**config.mk**
```make
export PLATFORM = sky130hd
export DESIGN_NAME = ahrs_stream_fifo
export DESIGN_NICKNAME = d
export VERILOG_FILES = /design/src/rtl/ahrs_stream_pkg.sv /design/src/rtl/ahrs_sdp_ram.sv /design/src/rtl/ahrs_stream_fifo.sv
export SDC_FILE = /design/constraint.sdc
export NUM_CORES = 1
export LEC_CHECK = 0
export ABC_AREA = 1
export ABC_CLOCK_PERIOD_IN_PS = 3800
export BUFFER_PORTS_ARGS = -buffer_cell sky130_fd_sc_hd__buf_2
export CAP_MARGIN = 20
export CORE_AREA = 2 2 282 284
export CTS_CLUSTER_DIAMETER = 50
export DETAILED_ROUTE_END_ITERATION = 8
export DIE_AREA = 0 0 284 286
export REMOVE_ABC_BUFFERS = 1
export SLEW_MARGIN = 5
export SYNTH_ARGS = -nofsm -noshare
export SYNTH_HDL_FRONTEND = slang
export SYNTH_SLANG_ARGS = --single-unit
```
**constraint.sdc**
```tcl
create_clock -name bus_clk -period 3.8 [get_ports bus_clk]
set_clock_uncertainty 0.15 [all_clocks]
set_input_delay 0.38 -clock bus_clk [delete_from_list [all_inputs] [get_ports bus_clk]]
set_output_delay 0.38 -clock bus_clk [all_outputs]
set_load 0.03 [all_outputs]
```
**src/rtl/ahrs_stream_pkg.sv**
```systemverilog
// Shared constants and types for the AHRS Xillybus read-pipe FIFOs.
package ahrs_stream_pkg;

  localparam int unsigned ADDR_W_DEF = 4;
  localparam int unsigned DATA_W_DEF = 32;
  localparam int unsigned CNT_W_DEF  = 16;

  // One read pipe per sample stream; the enum value doubles as the pipe index.
  typedef enum logic [3:0] {
    PIPE_ACC_X,
    PIPE_ACC_Y,
    PIPE_ACC_Z,
    PIPE_GYR_X,
    PIPE_GYR_Y,
    PIPE_GYR_Z,
    PIPE_MAG_X,
    PIPE_MAG_Y,
    PIPE_MAG_Z,
    PIPE_QUAT_W,
    PIPE_QUAT_X,
    PIPE_QUAT_Y,
    PIPE_QUAT_Z
  } ahrs_pipe_e;

  typedef enum logic [1:0] {
    ST_CLOSED,
    ST_STREAM,
    ST_DRAIN,
    ST_EOF
  } stream_state_e;

  // Stream state is implied by the open flag, pending EOF and emptiness.
  function automatic stream_state_e stream_state(input logic open, input logic eof_pend,
                                                 input logic empty);
    stream_state_e st;
    st = ST_CLOSED;
    if (open) begin
      if (!eof_pend)  st = ST_STREAM;
      else if (empty) st = ST_EOF;
      else            st = ST_DRAIN;
    end
    return st;
  endfunction

endpackage

```
**src/rtl/ahrs_sdp_ram.sv**
```systemverilog
// Simple dual-port RAM: synchronous write, registered read enabled per access.
module ahrs_sdp_ram #(
  parameter int unsigned ADDR_W = 4,
  parameter int unsigned DATA_W = 32
) (
  input  logic              clk,
  input  logic              rst,
  input  logic              we_i,
  input  logic [ADDR_W-1:0] waddr_i,
  input  logic [DATA_W-1:0] wdata_i,
  input  logic              re_i,
  input  logic [ADDR_W-1:0] raddr_i,
  output logic [DATA_W-1:0] rdata_o
);

  localparam int unsigned DEPTH = 2 ** ADDR_W;

  logic [DATA_W-1:0] mem [DEPTH];
  logic [DATA_W-1:0] rdata_q;

  always_ff @(posedge clk) begin
    if (we_i) mem[waddr_i] <= wdata_i;
  end

  // Only the output register resets; array contents are don't-care.
  always_ff @(posedge clk or posedge rst) begin
    if (rst)       rdata_q <= '0;
    else if (re_i) rdata_q <= mem[raddr_i];
  end

  assign rdata_o = rdata_q;

endmodule

```
**src/rtl/ahrs_stream_fifo.sv**
```systemverilog
// One AHRS sample stream buffered into a Xillybus read pipe, with open/close
// gating, flush on close, saturating overflow-drop counter and end-of-file.
module ahrs_stream_fifo
  import ahrs_stream_pkg::*;
#(
  parameter int unsigned ADDR_W = ADDR_W_DEF,
  parameter int unsigned DATA_W = DATA_W_DEF,
  parameter int unsigned CNT_W  = CNT_W_DEF
) (
  input  logic              bus_clk,
  input  logic              bus_rst,
  input  logic [DATA_W-1:0] smp_data,
  input  logic              smp_valid,
  input  logic              eof_req,
  input  logic              rd_open,
  input  logic              rd_rden,
  output logic [DATA_W-1:0] rd_data,
  output logic              rd_empty,
  output logic              rd_eof,
  output logic [ADDR_W:0]   level,
  output logic [CNT_W-1:0]  drop_cnt
);

  localparam int unsigned DEPTH    = 2 ** ADDR_W;
  localparam int unsigned LVL_W    = ADDR_W + 1;
  localparam logic [ADDR_W:0] LVL_FULL = LVL_W'(DEPTH);

  logic [ADDR_W-1:0] wr_ptr_q, wr_ptr_d;
  logic [ADDR_W-1:0] rd_ptr_q, rd_ptr_d;
  logic [ADDR_W:0]   level_q, level_d;
  logic              empty_q, empty_d;
  logic              eof_q, eof_d;
  logic              eof_pend_q, eof_pend_d;
  logic              open_q;
  logic [CNT_W-1:0]  drop_q, drop_d;

  logic open_rise, open_fall;
  logic rd_acc, wr_ok, wr_acc, drop_hit;

  // Accept/drop decisions and next-state for pointers, level and control.
  always_comb begin
    wr_ptr_d   = wr_ptr_q;
    rd_ptr_d   = rd_ptr_q;
    level_d    = level_q;
    eof_pend_d = eof_pend_q;
    drop_d     = drop_q;

    open_rise = rd_open && !open_q;
    open_fall = !rd_open && open_q;
    rd_acc    = rd_rden && !empty_q && !open_fall;
    wr_ok     = smp_valid && rd_open && !eof_pend_q;
    wr_acc    = wr_ok && ((level_q != LVL_FULL) || rd_acc);
    drop_hit  = wr_ok && !wr_acc;

    if (wr_acc) wr_ptr_d = wr_ptr_q + ADDR_W'(1);
    if (rd_acc) rd_ptr_d = rd_ptr_q + ADDR_W'(1);

    unique case ({wr_acc, rd_acc})
      2'b10:   level_d = level_q + LVL_W'(1);
      2'b01:   level_d = level_q - LVL_W'(1);
      default: level_d = level_q;
    endcase

    // Word queued with a same-cycle eof_req is kept: the gate uses eof_pend_q.
    if (eof_req && rd_open) eof_pend_d = 1'b1;

    if (open_rise)                     drop_d = '0;
    else if (drop_hit && (drop_q != '1)) drop_d = drop_q + CNT_W'(1);

    if (open_fall) begin
      wr_ptr_d   = '0;
      rd_ptr_d   = '0;
      level_d    = '0;
      eof_pend_d = 1'b0;
    end

    empty_d = (level_d == '0);
    eof_d   = eof_pend_d && empty_d;
  end

  always_ff @(posedge bus_clk or posedge bus_rst) begin
    if (bus_rst) begin
      wr_ptr_q   <= '0;
      rd_ptr_q   <= '0;
      level_q    <= '0;
      empty_q    <= 1'b1;
      eof_q      <= 1'b0;
      eof_pend_q <= 1'b0;
      open_q     <= 1'b0;
      drop_q     <= '0;
    end else begin
      wr_ptr_q   <= wr_ptr_d;
      rd_ptr_q   <= rd_ptr_d;
      level_q    <= level_d;
      empty_q    <= empty_d;
      eof_q      <= eof_d;
      eof_pend_q <= eof_pend_d;
      open_q     <= rd_open;
      drop_q     <= drop_d;
    end
  end

  ahrs_sdp_ram #(
    .ADDR_W (ADDR_W),
    .DATA_W (DATA_W)
  ) u_ram (
    .clk     (bus_clk),
    .rst     (bus_rst),
    .we_i    (wr_acc),
    .waddr_i (wr_ptr_q),
    .wdata_i (smp_data),
    .re_i    (rd_acc),
    .raddr_i (rd_ptr_q),
    .rdata_o (rd_data)
  );

  assign rd_empty = empty_q;
  assign rd_eof   = eof_q;
  assign level    = level_q;
  assign drop_cnt = drop_q;

endmodule
```
After elaboration in Yosys (flattened, before gate mapping)
Memory sizes are Yosys's and may differ from the RTL's. A register that Yosys moved wholly into a read port is not among the register bits.
Cells that the tools add are included.

operators by class
  bitwise operators = 0
  divide/modulo/power cells = 0
  reductions and logical operators = 22
  multiplexer cells = 12
  shift-type cells = 0
  $add $sub $neg = 5
  eq/ne operators = 4
  $mul = 0
  order comparisons = 0

operator list
  operator                 count
  $mux W16                 2
  $add A16 B1 Y16 const B  1
  $mux W4                  4
  $ne A16 B16 Y1 const B   1
  $logic_and A1 B1 Y1      11
  $pmux W5 S2              1
  $add A4 B1 Y4 const B    2
  $logic_not A1 Y1         6
  $reduce_bool A2 Y1       3
  $add A5 B1 Y5 const B    1
  $logic_not A5 Y1         1
  $mux W5                  1
  $ne A5 B5 Y1 const B     1
  $sub A5 B1 Y5 const B    1
  $mux W1                  4
  $eq A2 B1 Y1 const B     1
  $eq A2 B2 Y1 const B     1
  $logic_or A1 B1 Y1       1

word-level totals
  memories = 1
  output and inout bits = 55
  input port bits = 38
  latch bits = 0
  bits in registers = 33
  bits in read-only memories = 0
  logic and storage cells = 52
  bits in writable memories = 512

memory list
  name       words  width  rd ports  clocked after memory_dff  wr ports  RTL line            source
  u_ram.mem  16     32     1         1                         1         ahrs_sdp_ram.sv:18  logic [DATA_W-1:0] mem [DEPTH];

Logic depth before layout (Yosys ltp)
Gate-level depths: netlist of the first run.

  depth in word-level cells = 11
  gate-level depth with buffers = 16
  mapped depth without buffers = 16

Cells and area by module
Synthesis of the first run repeated with hierarchy kept, for this count alone.

unflattened totals
  cells, all modules = 2097
  area, all modules = 23691.5 sq um

modules (own cells, without submodules)
  module            cells each  sequential area each (sq um)  area an instance (sq um)  times used
  ahrs_sdp_ram      1841        16175.5                       21770.9                   1
  ahrs_stream_fifo  256         827.0                         1920.6                    1

Worst setup path before layout of the first run
OpenSTA, ideal clock, no wires.

  path type = register to register
  start = register empty_q (netlist: rd_empty)
  end = memory u_ram.mem[15][0], enable pin
  cell stages (with the launch flop) = 8
  slack = 0.785 ns
  data required time = 3.229 ns
  arrival = 2.444 ns
  path buffers = 0
  clock period less this slack = 3.015 ns
  library setup time = 0.421 ns
  cell sequence = dfstp_2 clkinv_1 nand2_2 nor2_4 o21ai_1 nor2_1 nand2_1 nor2_1

on the way
  longest elaborated chain between the ends = 7

ends and longest elaborated chain
  element                            RTL line                source
  start, declared                    ahrs_stream_fifo.sv:31  logic empty_q, empty_d;
  start signal, assigned             ahrs_stream_fifo.sv:95  empty_q <= empty_d;
  $logic_not A1 Y1                   ahrs_stream_fifo.sv:50  rd_acc = rd_rden && !empty_q && !open_fall;
  $logic_and A1 B1 Y1 (2 in series)  ahrs_stream_fifo.sv:50
  $logic_or A1 B1 Y1                 ahrs_stream_fifo.sv:52  wr_acc = wr_ok && ((level_q != LVL_FULL) || rd_acc);
  $logic_and A1 B1 Y1                ahrs_stream_fifo.sv:52
  $mux W1                            ahrs_sdp_ram.sv:22      if (we_i) mem[waddr_i] <= wdata_i;
  $mux W1 (not written as such)      ahrs_sdp_ram.sv:22
  end, declared                      ahrs_sdp_ram.sv:18

Every way passes these cells.

Worst setup path after layout of the first run
  start = input port rd_rden
  end = register eof_q (netlist: rd_eof)

on the way
  longest elaborated chain between the ends = 9
  elaborated cells on any way between the ends = 10
  classes of those cells = eq/ne (2); mux (2); reduce/logical (6)

ends and longest elaborated chain
  element                                              RTL line                source
  start, declared                                      ahrs_stream_fifo.sv:16  input logic rd_rden,
  $logic_and A1 B1 Y1 * (2 in series)                  ahrs_stream_fifo.sv:50
  $logic_or A1 B1 Y1                                   ahrs_stream_fifo.sv:52
  $logic_and A1 B1 Y1                                  ahrs_stream_fifo.sv:52
  $eq A2 B1 Y1 / $eq A2 B2 Y1 (equally long branches)  ahrs_stream_fifo.sv:58  unique case ({wr_acc, rd_acc})
  $pmux W5 S2 *                                        ahrs_stream_fifo.sv:58
  $mux W5 *                                            ahrs_stream_fifo.sv:70  if (open_fall) begin
  $logic_not A5 Y1 *                                   ahrs_stream_fifo.sv:77  empty_d = (level_d == '0);
  $logic_and A1 B1 Y1 *                                ahrs_stream_fifo.sv:78  eof_d = eof_pend_d && empty_d;
  via eof_d                                            ahrs_stream_fifo.sv:32  logic eof_q, eof_d;
  end signal, assigned                                 ahrs_stream_fifo.sv:96  eof_q <= eof_d;
  end, declared                                        ahrs_stream_fifo.sv:32

Mark *: on every way through the listed nets, which the timed path passes. The rest lies on a longest branch.
A chain may end at the register's enable or synchronous reset.

==> reports/results.tsv, run 1 <==
stage	metric	value	unit
cells_and_area	design area	0.0274	mm2
setup_path	worst path buffer plus inverter count	4	
flow_run	max-cap violation count	0	
placed_design	placed insts	2851	
cells_and_area	area of the multi-input gates	0.00566	mm2
hold_path	HP Class	primary input to flip-flop	
placed_design	routability cong.	0.793	
clock_network	total CTS buffers	55	
grt	initial antenna violation count	3	
pwr	Comb power frac	0.259	
grt	grt ovf	0	
placed_design	dpl hpwl	33400	um
grt	met1 usage	0.189	
sta	final worst slack	0.854	ns
clock_network	cts hold-fix bufs	35	
setup_path	most used cell, CP	nand2_1	
synthesis	Yosys reg bits	577	
clock_network	TritonCTS clock tree	done	
detailed_routing	drt first pass iters	7	
detailed_routing	Via density	4.99	
synthesis	Unique masters post-synth	34	
sta	final worst-path cycle share	0.775	
cells_and_area	share of cells above drive strength 1	0.135	
synthesis	post-synthesis cell area	0.0233	mm2
synthesis	sequential-to-total area share from yosys stat	0.731	
floorplanning	core area	0.0784	mm2
synthesis	top area cells in the synthesized netlist	edfxtp_1 66%, dfrtp_1 6.9%, nor2_1 4.7%, o221ai_1 4.7%, o21bai_1 4.1%	
sta	f_max	0.339	GHz
grt	met3 Use GR	0.0220	
setup_path	CP Launch Type	primary input	
sta	Worst-Margin Slew	0.883	ns
synthesis	Synth Flop Type	edfxtp_1	
clock_network	CTS Root Cell	clkbuf_16	
floorplanning	num rows	103	
detailed_routing	Initial DRC Count	1227	
pwr	Net Sw Frac	0.326	
clock_network	clk slew on worst S/H paths	0.06	ns
synthesis	post-synthesis compound-gate area fraction	0.124	
synthesis	Synth Area in XOR/XNOR	0.00151	
pwr	sequential share of power	0.420	
clock_network	htree depth	2	
clock_network	Clock Sinks	577	
clock_network	clk_lat worst skew	0.60	ns
setup_path	Worst Setup Path Type	primary input to flip-flop	
grt	Total GRT Usage	0.146	
floorplanning	IO Pins	93	
cells_and_area	FF+latch area	0.0170	mm2
cells_and_area	Diodes inserted	0	
detailed_routing	wirelength, routed	60500	um
status	outcome	complete, no violations	
sta	min Tclk post-route	2.95	ns
synthesis	FFs w/ async S/R, synth	0.113	
detailed_routing	DRC errors left	0	
hold_path	hold_sp	smp_data[4]	
sta	fin. max-slew vios	0	
setup_path	CP required	4.18	ns
setup_path	Slowest cell on crit path	dlygate4sd3_1	
floorplanning	die width	284	um
setup_path	r2r setup slk	0.86	ns
synthesis	Yosys top cell area share	0.661	
synthesis	Post-Synth Simple-Gate Area	0.107	
synthesis	Post-synth EDFFs	512	
clock_network	Post CTS Setup Buffer Count	0	
synthesis	post-synth top area cell	edfxtp_1	
floorplanning	effective utilization at floorplan	0.297	
pwr	peak supply drop	0.400	mV
synthesis	Synth Area in Adders	0.00570	
synthesis	Mapped Cells	1783	
floorplanning	die area	0.0812	mm2
sta	Final setup viols	0	
synthesis	mux cell area share after synthesis	0	
cells_and_area	Final nets	1941	
clock_network	Gates resized, CTS repair	0	
detailed_routing	post-detailed-route count of antenna-violating nets	0	
grt	vias in the first global route	14900	
pwr	Power Density	647	mW/mm2
setup_path	CP top delay family	buffers and inverters	
cells_and_area	post-route insts no fill	2990	
pwr	Clk pwr share	0.321	
setup_path	CP arrival	3.32	ns
detailed_routing	Routed wire per std cell	20.2	um
grt	first-pass GRT wire length	91900	um
synthesis	syn avg cell area	13.1	um2
setup_path	Worst setup EP type	flip-flop	
detailed_routing	total number of vias	14900	
floorplanning	DIE HEIGHT	286	um
synthesis	YS warnings	0	
sta	Final Hold Violating Endpoints	0	
grt	met2 Track Usage GR	0.253	
synthesis	top cells by count, synth	512 x edfxtp_1, 294 x nor2_1, 206 x nand2_1	
setup_path	Crit. Startpoint	rd_rden	
synthesis	largest family of logic cells by synthesized area	compound AO/OA/AOI/OAI gates	
sta	RSZ-0062 raised after global routing	no	
clock_network	CTS Buffer Depth	3	
setup_path	reg-to-reg startpoint	rd_empty$_DFF_PP1_	
pwr	P_int	0.0119	W
sta	Slew headroom	0.407	
setup_path	worst path cell trace	dlygate4sd3_1 -> buf_2 -> nand2_2 -> nor2_4 -> buf_4 -> nand2_2 -> fa_1 -> o21bai_1 -> a21oi_1 -> inv_1 -> nand2_1 -> nand2_1 -> nand2_1 -> nand3_1 -> nand2_1 -> nor2_1	
cells_and_area	area delta synth->final	17.7	%
synthesis	most frequent cell after synthesis	edfxtp_1	
placed_design	port buffer count	92	
setup_path	Max FO, Critical Path	35	
grt	largest net degree at the start of global routing	159	
pwr	Leak	9.36	nW
cells_and_area	Fill cells	7590	
grt	gr busiest metal	met2	
pwr	switching pwr	0.00578	W
placed_design	placed cell area	0.0251	mm2
placed_design	Setup WS pre-CTS	0.780	ns
setup_path	crit-path max cell delay	0.52	ns
## layout by cell type (no fill, tap or decap), drive strengths merged, types with 24 or more instances in the layout
master / n
edfxtp: 512
nand3: 93
inv: 44
nor2: 298
clkbuf: 73
dfrtp: 64
o21ai: 141
o21bai: 126
nand2: 211
a21oi: 24
o221ai: 124
buf: 133
dlygate4sd3: 35
## cell type report
| cell class | instances | share of cell area |
|---|---|---|
| flip-flops and latches | 577 | 0.621 |
| multi-input cells | 1047 | 0.207 |
| clock buffers | 73 | 0.0557 |
| repair buffers | 168 | 0.0486 |
| well taps | 1050 | 0.0480 |
| clock inverters | 31 | 0.0135 |
| inverters | 44 | 0.00626 |
## worst paths after layout
check,endpoint,cells past startpoint
min,u_ram.mem[12][4]$_DFFE_PP_,1
max reg2reg,rd_eof$_DFF_PP0_,15
max in group asynchronous,u_ram.rdata_o[9]$_DFFE_PP0P_,4
max,rd_eof$_DFF_PP0_,16
min reg2reg,u_ram.rdata_o[20]$_DFFE_PP0P_,2
min in group asynchronous,drop_cnt[11]$_DFFE_PP0P_,3
## cells by family after synthesis
kind of cell / Yosys count
flip-flops: 577
buffers and inverters: 159
AND/OR/NAND/NOR: 616
adder cells (fa/ha/maj): 10
AO/OA/AOI/OAI: 417
XOR/XNOR: 4
## sequential cells by signal, summed over array words and instances, names as in the netlist
| name | count |
|---|---|
| u_ram.mem | 512 |
| u_ram.rdata_o | 32 |
| drop_cnt | 16 |
| level | 5 |
| rd_ptr_q | 4 |
| wr_ptr_q | 4 |
| eof_pend_q | 1 |
| open_q | 1 |
| rd_empty | 1 |
| rd_eof | 1 |
## layer usage
layer,wire length [um],share of wire,vias up
li1,-,-,6817
met1,26100,0.43,7565
met2,30100,0.50,435
met3,2910,0.048,94
met4,1380,0.023,6
met5,34,0.00056,-
## per-stage QoR
step / util / power (W) / TNS (ns) / hold WS [ns]
finish: 0.349 / 0.0177 / 0 / 0.0213
global route: 0.349 / 0.0186 / 0 / 0.0242
CTS: 0.349 / 0.0179 / 0 / 0.000503
detailed placement: 0.321 / 0.0121 / 0 / 0.314
global placement: 0.321 / 0.0120 / 0 / 0.315
floorplan: - / 0.0106 / -108.87 / 0.261
## power groups by stage
stage	registers, W	clock network (W)	logic (W)
after global placement	0.00757	0	0.00445
after floorplan	0.00822	0	0.00240
after global routing	0.00748	0.00603	0.00509
after CTS	0.00744	0.00582	0.00462
after detailed placement	0.00757	0	0.00457
final	0.00744	0.00570	0.00459
Note: power is estimated with default switching activity, not from simulation.
==> run 2, diff against run 1 <==
--- a/config.mk
+++ b/config.mk
@@ -6,7 +6,7 @@
 export NUM_CORES = 1
 export LEC_CHECK = 0
 export ABC_AREA = 1
-export ABC_CLOCK_PERIOD_IN_PS = 3800
+export ABC_CLOCK_PERIOD_IN_PS = 2500
 export BUFFER_PORTS_ARGS = -buffer_cell sky130_fd_sc_hd__buf_2
 export CAP_MARGIN = 20
 export CORE_AREA = 2 2 282 284
==> constraint.sdc (replaced) <==
create_clock -name bus_clk -period 2.5 [get_ports bus_clk]
set_clock_uncertainty 0.15 [all_clocks]
set_input_delay 0.25 -clock bus_clk [delete_from_list [all_inputs] [get_ports bus_clk]]
set_output_delay 0.25 -clock bus_clk [all_outputs]
set_load 0.03 [all_outputs]
==> reports/results.tsv, run 2 (synthesis results as in run 1) <==
stage	metric	value	unit
setup_path	CP Launch Type	flip-flop	
setup_path	Worst Setup Path Type	flip-flop to flip-flop	
pwr	peak supply drop	0.574	mV
floorplanning	die area	0.0812	mm2
sta	Worst-Margin Slew	0.717	ns
detailed_routing	wirelength, routed	60200	um
placed_design	routability cong.	0.807	
sta	RSZ-0062 raised after global routing	no	
cells_and_area	Diodes inserted	0	
detailed_routing	Via density	4.95	
cells_and_area	area delta synth->final	19.7	%
floorplanning	IO Pins	93	
status	outcome	complete, no violations	
detailed_routing	total number of vias	15000	
floorplanning	DIE HEIGHT	286	um
grt	initial antenna violation count	0	
cells_and_area	Fill cells	7578	
floorplanning	core area	0.0784	mm2
sta	fin. max-slew vios	0	
placed_design	dpl hpwl	34700	um
setup_path	CP arrival	2.54	ns
placed_design	placed insts	2885	
clock_network	clk_lat worst skew	0.63	ns
grt	first-pass GRT wire length	90700	um
sta	f_max	0.429	GHz
detailed_routing	DRC errors left	0	
grt	Total GRT Usage	0.145	
cells_and_area	Post-Route Utilization	0.355	
sta	Slew headroom	0.522	
detailed_routing	Initial DRC Count	1393	
clock_network	clk slew on worst S/H paths	0.06	ns
cells_and_area	Reg with most FFs	u_ram.mem	
sta	Final Hold Violating Endpoints	0	
pwr	Power Density	965	mW/mm2
sta	setup TNS	0	ns
hold_path	HP Class	primary input to asynchronous set/reset pin	
clock_network	CTS Root Cell	clkbuf_16	
clock_network	TritonCTS clock tree	done	
cells_and_area	Largest register FFs	512	
setup_path	CP required	2.71	ns
grt	largest net degree at the start of global routing	143	
detailed_routing	post-detailed-route count of antenna-violating nets	0	
detailed_routing	Routed wire per std cell	19.9	um
grt	grt ovf	0	
detailed_routing	drt first pass iters	5	
cells_and_area	most common cell after layout, fill and taps aside	edfxtp_1	
cells_and_area	commonest cells after routing, fill and taps aside	512 x edfxtp_1, 278 x nor2_1, 206 x nand2_1	
cells_and_area	share of cells above drive strength 1	0.148	
sta	min Tclk post-route	2.33	ns
clock_network	CTS Buffer Depth	3	
clock_network	htree depth	2	
floorplanning	num rows	103	
sta	final worst-path cycle share	0.933	
grt	vias in the first global route	14900	
placed_design	port buffer count	92	
clock_network	total CTS buffers	56	
sta	Final setup viols	0	
setup_path	Max FO, Critical Path	21	
flow_run	max-cap violation count	0	
floorplanning	effective utilization at floorplan	0.297	
floorplanning	die width	284	um
cells_and_area	post-route insts no fill	3031	
clock_network	Clock Sinks	577	
cells_and_area	Final nets	1983	
setup_path	Worst setup EP type	flip-flop	
pwr	Leak	9.58	nW
## run 2: report_power, final
part / internal [W] / total [W] / switching, W
logic: 0.00237 / 0.00723 / 0.00486
clock network: 0.00483 / 0.00844 / 0.00361
registers: 0.0109 / 0.0112 / 0.000294
total: 0.0181 / 0.0269 / 0.00877
## run 2: path summary, 6_finish.rpt
kind                                               from                       endpoint  slack [ns]  cells after the start
setup / recovery                     rd_empty$_DFF_PP1_     u_ram.mem[5][28]$_DFFE_PP_        0.17                     11
hold / removal                                  bus_rst  u_ram.rdata_o[29]$_DFFE_PP0P_        0.06                      3
setup reg to reg                     rd_empty$_DFF_PP1_     u_ram.mem[5][28]$_DFFE_PP_        0.17                     11
hold reg to reg            u_ram.rdata_o[0]$_DFFE_PP0P_   u_ram.rdata_o[0]$_DFFE_PP0P_        0.33                      2
max in group asynchronous                       bus_rst             rd_empty$_DFF_PP1_        1.44                      4
min in group bus_clk                          smp_valid             level[2]$_DFF_PP0_        0.15                      6
## run 2: timing repair
| item | CTS | global route |
|---|---|---|
| endpoints found under the hold margin | 582 | 0 |
| hold buffers | 36 | 0 |
| resized for setup | 1 | 0 |
| endpoints found under the setup margin | 48 | 0 |
| setup buffers | 6 | 0 |
## run 2: area by class of cell
| cell class | count | area (um2) | share of cell area |
|---|---|---|---|
| tap | 1050 | 1310 | 0.0472 |
| inverter | 44 | 171 | 0.00616 |
| multi-input combinational | 1047 | 5660 | 0.203 |
| timing repair buffer | 209 | 1850 | 0.0666 |
| clock buffer | 78 | 1530 | 0.0551 |
| sequential | 577 | 17000 | 0.611 |
| clock inverter | 26 | 299 | 0.0107 |
## run 2: metrics by stage
stage | setup WS, ns | cell area (um2) | power [W] | hold slack [ns]
floorplan | -4.67 | 22700 | 0.0161 | 0.131
global placement | -0.0641 | 25600 | 0.0185 | 0.165
detailed placement | -0.0692 | 25600 | 0.0186 | 0.175
CTS | 0.133 | 27800 | 0.0272 | 0.0569
global route | 0.00550 | 27800 | 0.0283 | 0.0857
finish | 0.168 | 27800 | 0.0269 | 0.0632
## run 2: critical path, stage by stage, from the launching register on
cell and delay [ns]:
dfstp_2 0.55, clkinv_1 0.07, nand2_2 0.10, nor2_4 0.06, o21ai_2 0.25, buf_4 0.18, inv_2 0.06, nand2_1 0.14
buf_4 0.16, buf_4 0.11, nor2_4 0.04, buf_12 0.19
## run 2: layer usage
layer  share of wire  GRT usage  vias to the layer above
li1                -          -                     6894
met3           0.049     0.0219                      117
met5               0          0                        -
met2            0.50      0.248                      436
met1            0.42      0.187                     7562
met4           0.032     0.0526                        0
==> run 3, diff against run 2 <==
--- a/config.mk
+++ b/config.mk
@@ -6,13 +6,14 @@
 export NUM_CORES = 1
 export LEC_CHECK = 0
 export ABC_AREA = 1
-export ABC_CLOCK_PERIOD_IN_PS = 2500
+export ABC_CLOCK_PERIOD_IN_PS = 2900
 export BUFFER_PORTS_ARGS = -buffer_cell sky130_fd_sc_hd__buf_2
 export CAP_MARGIN = 20
 export CORE_AREA = 2 2 282 284
 export CTS_CLUSTER_DIAMETER = 50
 export DETAILED_ROUTE_END_ITERATION = 8
 export DIE_AREA = 0 0 284 286
+export GPL_ROUTABILITY_DRIVEN = 0
 export REMOVE_ABC_BUFFERS = 1
 export SLEW_MARGIN = 5
 export SYNTH_ARGS = -nofsm -noshare
==> constraint.sdc (replaced) <==
create_clock -name bus_clk -period 2.9 [get_ports bus_clk]
set_clock_uncertainty 0.15 [all_clocks]
set_input_delay 0.29 -clock bus_clk [delete_from_list [all_inputs] [get_ports bus_clk]]
set_output_delay 0.29 -clock bus_clk [all_outputs]
set_load 0.03 [all_outputs]
==> reports/results.tsv, run 3 (synthesis results as in run 1) <==
stage	metric	value	unit
floorplanning	core area	0.0784	mm2
setup_path	worst path cell trace	clkinv_1 -> nand2_2 -> nor2_4 -> o21ai_1 -> buf_4 -> inv_2 -> nand2_1 -> buf_4 -> nor2_2	
cells_and_area	Post-Route Utilization	0.352	
clock_network	htree depth	2	
pwr	Leak	9.47	nW
sta	Final Hold Violating Endpoints	0	
pwr	Comb power frac	0.272	
status	outcome	complete, no violations	
setup_path	worst path buffer plus inverter count	4	
pwr	peak supply drop	0.441	mV
floorplanning	effective utilization at floorplan	0.297	
floorplanning	num rows	103	
clock_network	Post CTS Setup Buffer Count	0	
setup_path	most used cell, CP	buf_4	
cells_and_area	share of cells above drive strength 1	0.144	
sta	Slew headroom	0.275	
cells_and_area	Reg with most FFs	u_ram.mem	
placed_design	dpl hpwl	33600	um
grt	largest net degree at the start of global routing	157	
detailed_routing	wirelength, routed	61100	um
cells_and_area	design area	0.0276	mm2
setup_path	WP depth	9	
cells_and_area	post-route insts no fill	3017	
sta	min Tclk post-route	2.81	ns
sta	Worst-Margin Slew	1.09	ns
sta	final worst slack	0.0902	ns
floorplanning	die width	284	um
clock_network	CTS Root Cell	clkbuf_16	
floorplanning	DIE HEIGHT	286	um
detailed_routing	Initial DRC Count	1314	
placed_design	placed cell area	0.0254	mm2
pwr	Net Sw Frac	0.329	
cells_and_area	area delta synth->final	18.5	%
grt	grt ovf	0	
placed_design	Setup WS pre-CTS	-0.00481	ns
cells_and_area	Largest register FFs	512	
detailed_routing	post-detailed-route count of antenna-violating nets	0	
detailed_routing	DRC errors left	0	
cells_and_area	Final nets	1971	
detailed_routing	drt first pass iters	7	
floorplanning	die area	0.0812	mm2
setup_path	CP required	2.98	ns
setup_path	cells on worst reg2reg path	9	
pwr	P_int	0.0155	W
pwr	switching pwr	0.00760	W
sta	f_max	0.356	GHz
setup_path	crit-path max cell delay	0.74	ns
pwr	sequential share of power	0.418	
clock_network	clk slew on worst S/H paths	0.06	ns
setup_path	Max FO, Critical Path	10	
detailed_routing	Via density	5.02	
setup_path	CP top delay family	simple AND/OR/NAND/NOR gates	
floorplanning	IO Pins	93	
clock_network	clk_lat worst skew	0.61	ns
cells_and_area	Diodes inserted	0	
clock_network	Clock Sinks	577	
grt	vias in the first global route	14800	
setup_path	Slowest cell on crit path	nor2_2	
cells_and_area	most common cell after layout, fill and taps aside	edfxtp_1	
setup_path	r2r setup slk	0.09	ns
pwr	Power Density	838	mW/mm2
setup_path	CP Launch Type	flip-flop	
clock_network	CTS Buffer Depth	3	
pwr	Clk pwr share	0.310	
setup_path	Worst setup EP type	flip-flop	
grt	Total GRT Usage	0.146	
clock_network	TritonCTS clock tree	done	
placed_design	placed insts	2875	
cells_and_area	commonest cells after routing, fill and taps aside	512 x edfxtp_1, 278 x nor2_1, 206 x nand2_1	
placed_design	port buffer count	92	
detailed_routing	total number of vias	15100	
flow_run	max-cap violation count	0	
setup_path	Worst Setup Path Type	flip-flop to flip-flop	
setup_path	CP arrival	2.89	ns
clock_network	total CTS buffers	55	
sta	RSZ-0062 raised after global routing	no	
grt	first-pass GRT wire length	92000	um
grt	initial antenna violation count	3	
detailed_routing	Routed wire per std cell	20.2	um
hold_path	HP Class	primary input to asynchronous set/reset pin	
sta	final worst-path cycle share	0.969	
sta	Final setup viols	0	
sta	fin. max-slew vios	0	
[run 3: cell types whose count changed in the layout (fill, tap and decap cells not counted), moves of 2 or more]
cell           delta
clkinv_1          +2
clkbuf_1          -9
dlygate4sd3_1     +2
buf_6             +3
buf_4             -6
nor2_2            +2
clkinv_2          +6
buf_12           -12
[run 3: worst paths after layout]
path / endpoint / startpoint
min in group bus_clk: level[4]$_DFF_PP0_ / smp_valid
min: u_ram.rdata_o[3]$_DFFE_PP0P_ / bus_rst
max: u_ram.mem[12][30]$_DFFE_PP_ / rd_empty$_DFF_PP1_
max reg2reg: u_ram.mem[12][30]$_DFFE_PP_ / rd_empty$_DFF_PP1_
min reg2reg: u_ram.rdata_o[26]$_DFFE_PP0P_ / u_ram.rdata_o[26]$_DFFE_PP0P_
max in group asynchronous: rd_empty$_DFF_PP1_ / bus_rst
[run 3: layout make-up]
cell class,count,area [um2]
fillers,7646,50800
flip-flops and latches,577,17000
multi-input cells,1049,5670
repair buffers,196,1620
clock buffers,69,1500
well taps,1050,1310
clock inverters,32,289
inverters,44,171
[run 3: timing repair]
action / in CTS / in global routing
hold endpoints to repair: 541 / 0
hold buffers: 38 / 0
setup endpoints to repair: 0 / 37
gates resized for setup: 0 / 3
[run 3: layer usage]
metal	share of wire	global-route usage	up-vias
met2	0.50	0.253	473
met4	0.021	0.0382	6
met3	0.055	0.0226	98
li1	-	-	6871
met5	0.00062	0	-
met1	0.43	0.190	7683
[run 3: power groups by stage]
stage                     Combinational [W]  Clock [W]  Sequential (W)
after floorplan                     0.00305          0          0.0108
after global placement              0.00615          0         0.00984
after detailed placement            0.00626          0         0.00984
after global routing                0.00695    0.00761         0.00970
after CTS                           0.00633    0.00730         0.00967
final                               0.00628    0.00717         0.00966
[run 3: stage by stage]
stage	total power (W)	hold slack, ns	TNS [ns]
floorplan	0.0138	0.171	-379.40
global placement	0.0160	0.258	0
detailed placement	0.0161	0.268	-0.0439
CTS	0.0233	0.154	0
global route	0.0243	0.191	0
finish	0.0231	0.141	0
[run 3: worst register-to-register path, delay by kind of cell (launching register included)]
family / cells / cell delay (ns)
compound gates: 1 / 0.15
buf+inv: 4 / 0.58
simple gates: 4 / 1.17
flops: 1 / 0.37
